File: config.mk
export PLATFORM = sky130hd
export DESIGN_NAME = stage_counter
export DESIGN_NICKNAME = d
export VERILOG_FILES = /design/src/rtl/stage_counter.sv
export SDC_FILE = /design/constraint.sdc
export NUM_CORES = 1
export LEC_CHECK = 0
export CORE_ASPECT_RATIO = 1.75
export CORE_MARGIN = 10
export CORE_UTILIZATION = 39
export DETAILED_ROUTE_END_ITERATION = 16
export GPL_ROUTABILITY_DRIVEN = 1
export PLACE_DENSITY = 0.69
export SLEW_MARGIN = 10
export SYNTH_ARGS = -nofsm -noshare
export SYNTH_HDL_FRONTEND = slang
export SYNTH_SLANG_ARGS = --single-unit
File: constraint.sdc
create_clock -name clk -period 4.6 [get_ports clk]
set_input_delay 0.92 -clock clk [delete_from_list [all_inputs] [get_ports clk]]
set_output_delay 0.92 -clock clk [all_outputs]
set_load 0.02 [all_outputs]
File: src/rtl/stage_counter.sv
`default_nettype none
// ============================================================================
// Module      : stage_counter
// Description : Pipeline stage sequencer for the multi-cycle core. Leaves
//               idle (0) for stage FIRST, steps FIRST..LAST and wraps back to
//               FIRST, counting each LAST->FIRST wrap as a retired
//               instruction. Supports stall, restart (flush) and recovers
//               from illegal stage codes.
// Revision    : 1.0 - initial release
// ----------------------------------------------------------------------------
// Parameters:
//   WIDTH  width of the stage output
//   FIRST  first stage after idle or wrap (1 <= FIRST <= LAST)
//   LAST   final stage (LAST < 2**WIDTH)
//   RET_W  width of the retired-instruction counter
// Ports:
//   clk        in   clock, rising edge
//   reset      in   synchronous, active-low reset
//   en_i       in   advance enable
//   stall_i    in   hold the current stage
//   restart_i  in   flush: next stage = FIRST
//   out        out  current stage, 0 = idle
//   first_o    out  out == FIRST
//   wrap_o     out  out == LAST
//   retired_o  out  LAST->FIRST wrap count since reset (modulo 2**RET_W)
//   onehot_o   out  one-hot copy of out, present only when the macro
//                   STAGE_CNT_ONEHOT_EN is defined
// ============================================================================
module stage_counter #(
  parameter int WIDTH = 3,
  parameter int FIRST = 1,
  parameter int LAST  = 5,
  parameter int RET_W = 32
) (
  input  logic             clk,
  input  logic             reset,
  input  logic             en_i,
  input  logic             stall_i,
  input  logic             restart_i,
  output logic [WIDTH-1:0] out,
  output logic             first_o,
  output logic             wrap_o,
  output logic [RET_W-1:0] retired_o
`ifdef STAGE_CNT_ONEHOT_EN
  ,
  output logic [LAST:0]    onehot_o
`endif
);

  localparam logic [WIDTH-1:0] FIRST_W = WIDTH'(FIRST);
  localparam logic [WIDTH-1:0] LAST_W  = WIDTH'(LAST);

  generate
    if ((FIRST < 1) || (FIRST > LAST) || (LAST >= (2 ** WIDTH))) begin : g_bad_params
      $error("stage_counter: illegal parameters FIRST=%0d LAST=%0d WIDTH=%0d",
             FIRST, LAST, WIDTH);
    end
  endgenerate

  logic [WIDTH-1:0] out_q, out_d;
  logic [RET_W-1:0] retired_q, retired_d;
  logic             illegal;

  // Codes strictly between idle and FIRST, or above LAST, are unreachable in
  // normal operation; treat them as corruption and resynchronise.
  assign illegal = ((out_q != '0) && (out_q < FIRST_W)) || (out_q > LAST_W);

  always_comb begin
    out_d     = out_q;
    retired_d = retired_q;
    if (restart_i || illegal) begin
      // Restart and recovery both land on FIRST and never count a retire.
      out_d = FIRST_W;
    end else if (stall_i) begin
      out_d = out_q;
    end else if (en_i) begin
      if (out_q == '0) begin
        out_d = FIRST_W;
      end else if (out_q == LAST_W) begin
        out_d     = FIRST_W;
        retired_d = retired_q + RET_W'(1);
      end else begin
        out_d = out_q + WIDTH'(1);
      end
    end
  end

  always_ff @(posedge clk) begin
    if (!reset) begin
      out_q     <= '0;
      retired_q <= '0;
    end else begin
      out_q     <= out_d;
      retired_q <= retired_d;
    end
  end

  assign out       = out_q;
  assign retired_o = retired_q;
  assign first_o   = (out_q == FIRST_W);
  assign wrap_o    = (out_q == LAST_W);

`ifdef STAGE_CNT_ONEHOT_EN
  logic [LAST:0] onehot_q, onehot_d;

  // Built from the next stage so the one-hot flops track out exactly.
  always_comb begin
    onehot_d = '0;
    for (int i = 0; i <= LAST; i++) begin
      onehot_d[i] = (out_d == WIDTH'(i));
    end
  end

  always_ff @(posedge clk) begin
    if (!reset) begin
      onehot_q <= {{LAST{1'b0}}, 1'b1};
    end else begin
      onehot_q <= onehot_d;
    end
  end

  assign onehot_o = onehot_q;
`else
  // No one-hot stage decode in this build.
`endif

endmodule
`default_nettype wire

==> results of run 1 <==
-- metrics by stage --
step	utilization, %	cells
global route	53.02	271
global placement	50.93	264
finish	53.02	271
detailed placement	50.93	264
CTS	53.02	271
floorplan	-	181
-- worst min path at each step --
| stage | to | startpoint | slack (ns) | cells after the start |
|---|---|---|---|---|
| after floorplan | retired_o[31] | retired_o[31] | 0.56 | 2 |
| after global placement | retired_o[31] | retired_o[31] | 0.48 | 2 |
| after detailed placement | retired_o[31] | retired_o[31] | 0.49 | 2 |
| after CTS | retired_o[31] | retired_o[31] | 0.50 | 2 |
| after global routing | retired_o[31] | retired_o[31] | 0.52 | 2 |
| final | retired_o[31] | retired_o[31] | 0.50 | 2 |
-- sequential cells by signal (all words and copies together), names as in the netlist --
register,flops
retired_o,32
out,3
-- logic make-up after synthesis --
| group | count (synthesis) | synth area share, % |
|---|---|---|
| simple gates | 92 | 34.63 |
| flops | 35 | 41.09 |
| xor+xnor | 25 | 12.84 |
| compound gates | 18 | 7.116 |
| buf+inv | 9 | 3.008 |
| mux | 1 | 0.5870 |
| fa+ha+maj | 1 | 0.7336 |
-- cell usage in the layout, fill, tap and decap left out, types with 3 or more instances in the layout --
master,instances
a21boi_1,3
and2_1,25
and3_1,6
clkbuf_8,6
clkdlybuf4s50_1,41
dfxtp_1,35
nand2_1,9
nand3_1,12
nand4_1,12
nor3_1,4
o21a_1,3
o21ai_0,4
or3_1,4
xnor2_1,22
xor2_1,3
-- critical path: cells and delay by family --
family                 cells  cell delay (ns)
and+or+nand+nor            4             1.35
AOI/OAI and AO/OA          1             0.14
buffers and inverters      1             0.46
-- per-layer routing --
layer	vias to the layer above	share of wire (%)
li1	726	-
met1	685	40
met2	33	51
met3	6	6.3
met4	0	2.1
met5	-	0
-- final cells by class --
class	count	area (µm²)
clock buffers	6	82.58
clock inverters	1	5.005
fillers	402	1968
inverters	2	7.507
multi-input cells	137	953.4
flip-flops and latches	35	700.7
well taps	49	61.31
repair buffers	41	410.4
-- power by group --
part,switching [mW],internal (mW)
Combinational,0.00914,0.00903
Sequential,0.00155,0.304
Clock,0.106,0.117
==> results by group, run 1 <==
Drt
  • Final wirelength: 3.830 mm
  • Number of nets with antenna violations after routing: 0
  • Drt wl/cell: 14.13 µm
  • DR DRC count: 0
  • First-pass DRT Iterations: 4
  • Vias post-DR: 1450
  • DRT iter0 DRCs: 44
  • Vias per cell: 5.351

Setup path
  • Worst setup SP type: primary input
  • Crit Path Class: in -> reg
  • Worst reg2reg path depth: 5
  • CP startpoint: en_i
  • Slowest-stage cell, CP: clkdlybuf4s50_1
  • Crit-path max cell delay: 0.46 ns
  • Crit Reg-Reg Endpoint: retired_o[31]
  • CP Capture Type: flop
  • CP Capture Point: retired_o[31]
  • Reg2reg start: retired_o[6]
  • R2r setup slk: 2.54 ns
  • Crit-path cells: clkdlybuf4s50_1 -> nor3b_1 -> and4_2 -> nand4_2 -> or3_1 -> a21boi_1
  • Required @ worst endpoint: 4.81 ns
  • Worst Path Arrival: 2.88 ns
  • Worst-path fanout max: 10

STA
  • Final hold violation count: 0
  • Tmin final: 2.661 ns
  • Max_slew headroom: 33.95%
  • Endpoints failing setup: 0
  • Setup TNS: 0 ns
  • Crit share post-route: 57.84%
  • RSZ-0062 raised after global routing: no
  • Slew @ Worst Pin: 0.9876 ns
  • Fmax: 375.8 MHz
  • Fin. max-slew vios: 0
  • Final critical-path setup slack: 1.939 ns
  • WHS: 0.5007 ns
  • Max Clock Skew: 0.004112 ns

Die
  • Std-Cell Rows: 31
  • Num ports: 42
  • Full die area: 7522 µm²
  • Die Ht: 107.5 µm
  • Die width: 69.99 µm
  • CORE AREA: 4189 µm²
  • Initial Util: 40.71%

Clock tree
  • Clk_lat worst skew: 0.28 ns
  • CTS hold repair buffers: 0
  • H-Tree Depth: 2
  • CTS tree: done
  • Postcts setup bufs: 0
  • Post_cts resized: 0
  • Clk slew on worst S/H paths: 0.06 ns
  • Longest Clk Path Bufs: 2
  • Clk sinks: 35
  • Number of buffers created by CTS: 5
  • Root buf cell: clkbuf_8

Global routing
  • Met1 Use GR: 10.09%
  • Met2 GRT Util: 18.08%
  • GR Overflow Total: 0
  • First-pass GRT wire length: 6.430 mm
  • Total track usage: 10.22%
  • Vias in the first global route: 1425
  • GRT busiest layer: met2
  • Largest net degree at the start of global routing: 36
  • Initial antenna violation count: 0
  • Met3 Resource Use GR: 3.970%

Placement
  • Hpwl dp: 2.893 mm
  • Placer Congestion: 0.7857
  • Placed Area: 2133 µm²
  • Buffers on Ports: 41
  • Pre-CTS WS: 1.638 ns

Yosys
  • Register bit total from synthesis: 35
  • Synth warn: 0
  • Fraction of registers with async set/reset: 0%
  • Most numerous cell in the Yosys netlist: dfxtp_1
  • Mapped Area: 1705 µm²
  • EDFF count, synth: 0
  • Synth top area share: 41.09%
  • Most used DFF post-synth: dfxtp_1
  • Post-synth top area cell: dfxtp_1
  • Seq/Total Area, Yosys: 41.09%
  • Syn nets: 187
  • Post-synth cell types: 41
  • Syn Area/Cell: 9.422 µm²
  • Synth top area cells: dfxtp_1 41%, xnor2_1 11%, and2_1 9.2%
  • Cells after Synth: 181
  • Most frequent cells after synthesis: 35 x dfxtp_1, 25 x and2_1, 22 x xnor2_1, 12 x nand3_1, 12 x nand4_1

Layout
  • Nets: 228
  • Diodes inserted: 0
  • Area delta synth->final: 30.23%
  • Design area: 2221 µm²
  • Layout cells sized above 1: 6.757%

Outcome
  • Status: finished clean

Power
  • Pwr Total: 0.5466 mW
  • P_leak: 0.8044 nW
  • PwrDens: 246.1 nW/µm²
  • Max IR drop VDD: 0.0002055 V

Min path
  • Min-delay worst type: reg -> reg

Run
  • Max-cap violations: 0
(Power assumes the default switching activity.)
==> run 2, diff against run 1 <==
==> constraint.sdc (replaced) <==
create_clock -name clk -period 2.5 [get_ports clk]
set_input_delay 0.5 -clock clk [delete_from_list [all_inputs] [get_ports clk]]
set_output_delay 0.5 -clock clk [all_outputs]
set_load 0.02 [all_outputs]
==> run 2 against run 1 <==
Die area is the same. Critical path depth shrank 4. Register-to-register slack lost 1.8 ns. Highest routed layer unchanged. Clock skew grew 0.00058 ns. Setup slack lost 1.5 ns. Sequential share of layout area shrank 0.44 points. Core utilization grew 0.75 points. Via count grew 1.9%. Routed wire length grew 2.9%. Final cell count grew 2.2%.
==> results by group, run 2 (same netlist as run 1, synthesis figures left out) <==
Clock tree
  • Longest Clk Path Bufs: 2 (unchanged)
  • Clk sinks: 35 (unchanged)
  • Clk slew on worst S/H paths: 0.07 ns (about the same)
  • CTS tree: done
  • Postcts setup bufs: 0 (unchanged)
  • Clk_lat worst skew: 0.28 ns (about the same)
  • H-Tree Depth: 2 (unchanged)
  • Number of buffers created by CTS: 5 (unchanged)
  • Root buf cell: clkbuf_8
  • CTS hold repair buffers: 0 (unchanged)
  • Post_cts resized: 0 (unchanged)

Die
  • Die width: 69.99 µm (unchanged)
  • CORE AREA: 4189 µm² (unchanged)
  • Initial Util: 40.71% (unchanged)
  • Full die area: 7522 µm² (unchanged)
  • Std-Cell Rows: 31 (unchanged)
  • Num ports: 42 (unchanged)
  • Die Ht: 107.5 µm (unchanged)

Power
  • Pwr Total: 0.9907 mW (+81%)
  • Clock power share: 39.7% (-1.1 points)
  • Internal power: 0.7728 mW (+80%)
  • PwrDens: 439.9 nW/µm² (+79%)
  • Net Sw Frac: 21.99% (+0.69 points)
  • Comb pwr share: 3.6% (+0.3 points)
  • P_leak: 0.8255 nW (+2.6%)
  • Sequential share of power: 56.7% (+0.8 points)
  • Max IR drop VDD: 0.0003171 V (+54%)
  • Sw Pwr: 0.2178 mW (+87%)

STA
  • Final critical-path setup slack: 0.4126 ns (-1.527 ns)
  • Fmax: 479.1 MHz
  • Tmin final: 2.087 ns
  • RSZ-0062 raised after global routing: no
  • Crit share post-route: 83.50%
  • Endpoints failing setup: 0 (unchanged)
  • Fin. max-slew vios: 0 (unchanged)
  • Final hold violation count: 0 (unchanged)
  • Max Clock Skew: 0.004692 ns (+0.0005800 ns)
  • Slew @ Worst Pin: 0.4849 ns (-0.5026 ns)
  • Max_slew headroom: 67.57% (+34 points)
  • Setup TNS: 0 ns (unchanged)

Global routing
  • Total track usage: 10.72% (+0.51 points)
  • Vias in the first global route: 1509 (+5.9%)
  • First-pass GRT wire length: 6.824 mm (+6.1%)
  • Largest net degree at the start of global routing: 16 (-56%)
  • GR Overflow Total: 0 (unchanged)
  • Initial antenna violation count: 0 (unchanged)

Setup path
  • CP Capture Type: output pin
  • Worst Path Arrival: 1.59 ns (-1.29 ns)
  • Slowest-stage cell, CP: clkdlybuf4s50_1
  • Crit-path max cell delay: 0.61 ns (+0.15 ns)
  • Worst setup SP type: flop
  • Crit Path Class: reg -> out
  • Required @ worst endpoint: 2.00 ns (-2.81 ns)
  • Worst-path fanout max: 7 (-3)
  • Crit-path cells: and3b_2 -> clkdlybuf4s50_1

Placement
  • Hpwl dp: 3.052 mm (+5.5%)
  • Cell Count Post-Placement: 269 (+1.9%)
  • Pre-CTS WS: 0.1166 ns (-1.521 ns)
  • Buffers on Ports: 41 (unchanged)
  • Placer Congestion: 0.7729 (-1.6%)

Layout
  • Nets: 233 (+2.2%)
  • Fillers: 402 (unchanged)
  • Max FFs per register: 32 (unchanged)
  • Fin cells: 277 (+2.2%)
  • Commonest non-fill, non-tap cells in the layout: 41 x clkdlybuf4s50_1, 35 x dfxtp_1, 25 x and2_1
  • Layout cells sized above 1: 8.333% (+1.6 points)
  • Area delta synth->final: 32.06%
  • Diodes inserted: 0 (unchanged)
  • Commonest non-fill, non-tap cell in the layout: clkdlybuf4s50_1

Run
  • Max-cap violations: 0 (unchanged)

Min path
  • Min-delay worst type: reg -> reg

Drt
  • Final wirelength: 3.941 mm (+2.9%)
  • Number of nets with antenna violations after routing: 0 (unchanged)
  • First-pass DRT Iterations: 4 (unchanged)
  • Vias per cell: 5.336 (-0.28%)
  • DR DRC count: 0 (unchanged)
  • Drt wl/cell: 14.23 µm (+0.67%)
  • Vias post-DR: 1478 (+1.9%)
  • DRT iter0 DRCs: 37 (-16%)

Outcome
  • Status: finished clean
==> run 2: final timing paths <==
| path | cells past startpoint | to | start | slack (ns) |
|---|---|---|---|---|
| worst max-delay path | 2 | wrap_o | out[2] | 0.41 |
| worst min-delay path | 2 | retired_o[31] | retired_o[31] | 0.50 |
| worst min register to register | 2 | retired_o[31] | retired_o[31] | 0.50 |
| worst max register to register | 5 | retired_o[28] | retired_o[12] | 0.72 |
==> run 2: critical path, delay by kind of cell (launching register included) <==
family / cells / cell delay (ns)
buffers and inverters: 1 / 0.61
and+or+nand+nor: 1 / 0.26
DFF: 1 / 0.43
==> run 2: layer usage <==
metal,global-route usage [%],vias to the layer above,wire length [µm]
met1,10.36,708,1501
met5,0,-,0
li1,-,731,-
met2,19.44,35,2125
met3,4.247,4,275
met4,4.816,0,39
==> run 2: area by class of cell <==
cell class / instances / area (µm²) / area share [%]
Sequential cell: 35 / 700.7 / 31.11
Inverter: 2 / 7.507 / 0.3333
Clock buffer: 7 / 76.32 / 3.389
Timing Repair Buffer: 46 / 447.9 / 19.89
Tap cell: 49 / 61.31 / 2.722
Clock inverter: 1 / 5.005 / 0.2222
Multi-Input combinational cell: 137 / 953.4 / 42.33
==> run 2: power by group through the flow <==
stage / logic, mW / registers [mW] / clock network (mW)
3_5_place_dp: 0.0362 / 0.574 / 0
6_report: 0.0357 / 0.562 / 0.393
5_1_grt: 0.0395 / 0.561 / 0.424
4_1_cts: 0.0365 / 0.561 / 0.404
2_1_floorplan: 0.0153 / 0.576 / 0
3_3_place_gp: 0.0363 / 0.575 / 0
==> run 2: metrics by stage <==
stage          hold slack (ns)  util, %  instance area (µm²)
6_report                0.4968    53.76                 2252
5_1_grt                 0.5349    53.76                 2252
4_1_cts                 0.4932    53.76                 2252
3_5_place_dp            0.4836    51.82                 2171
3_3_place_gp            0.4772    51.82                 2171
2_1_floorplan           0.5563        -                 1705
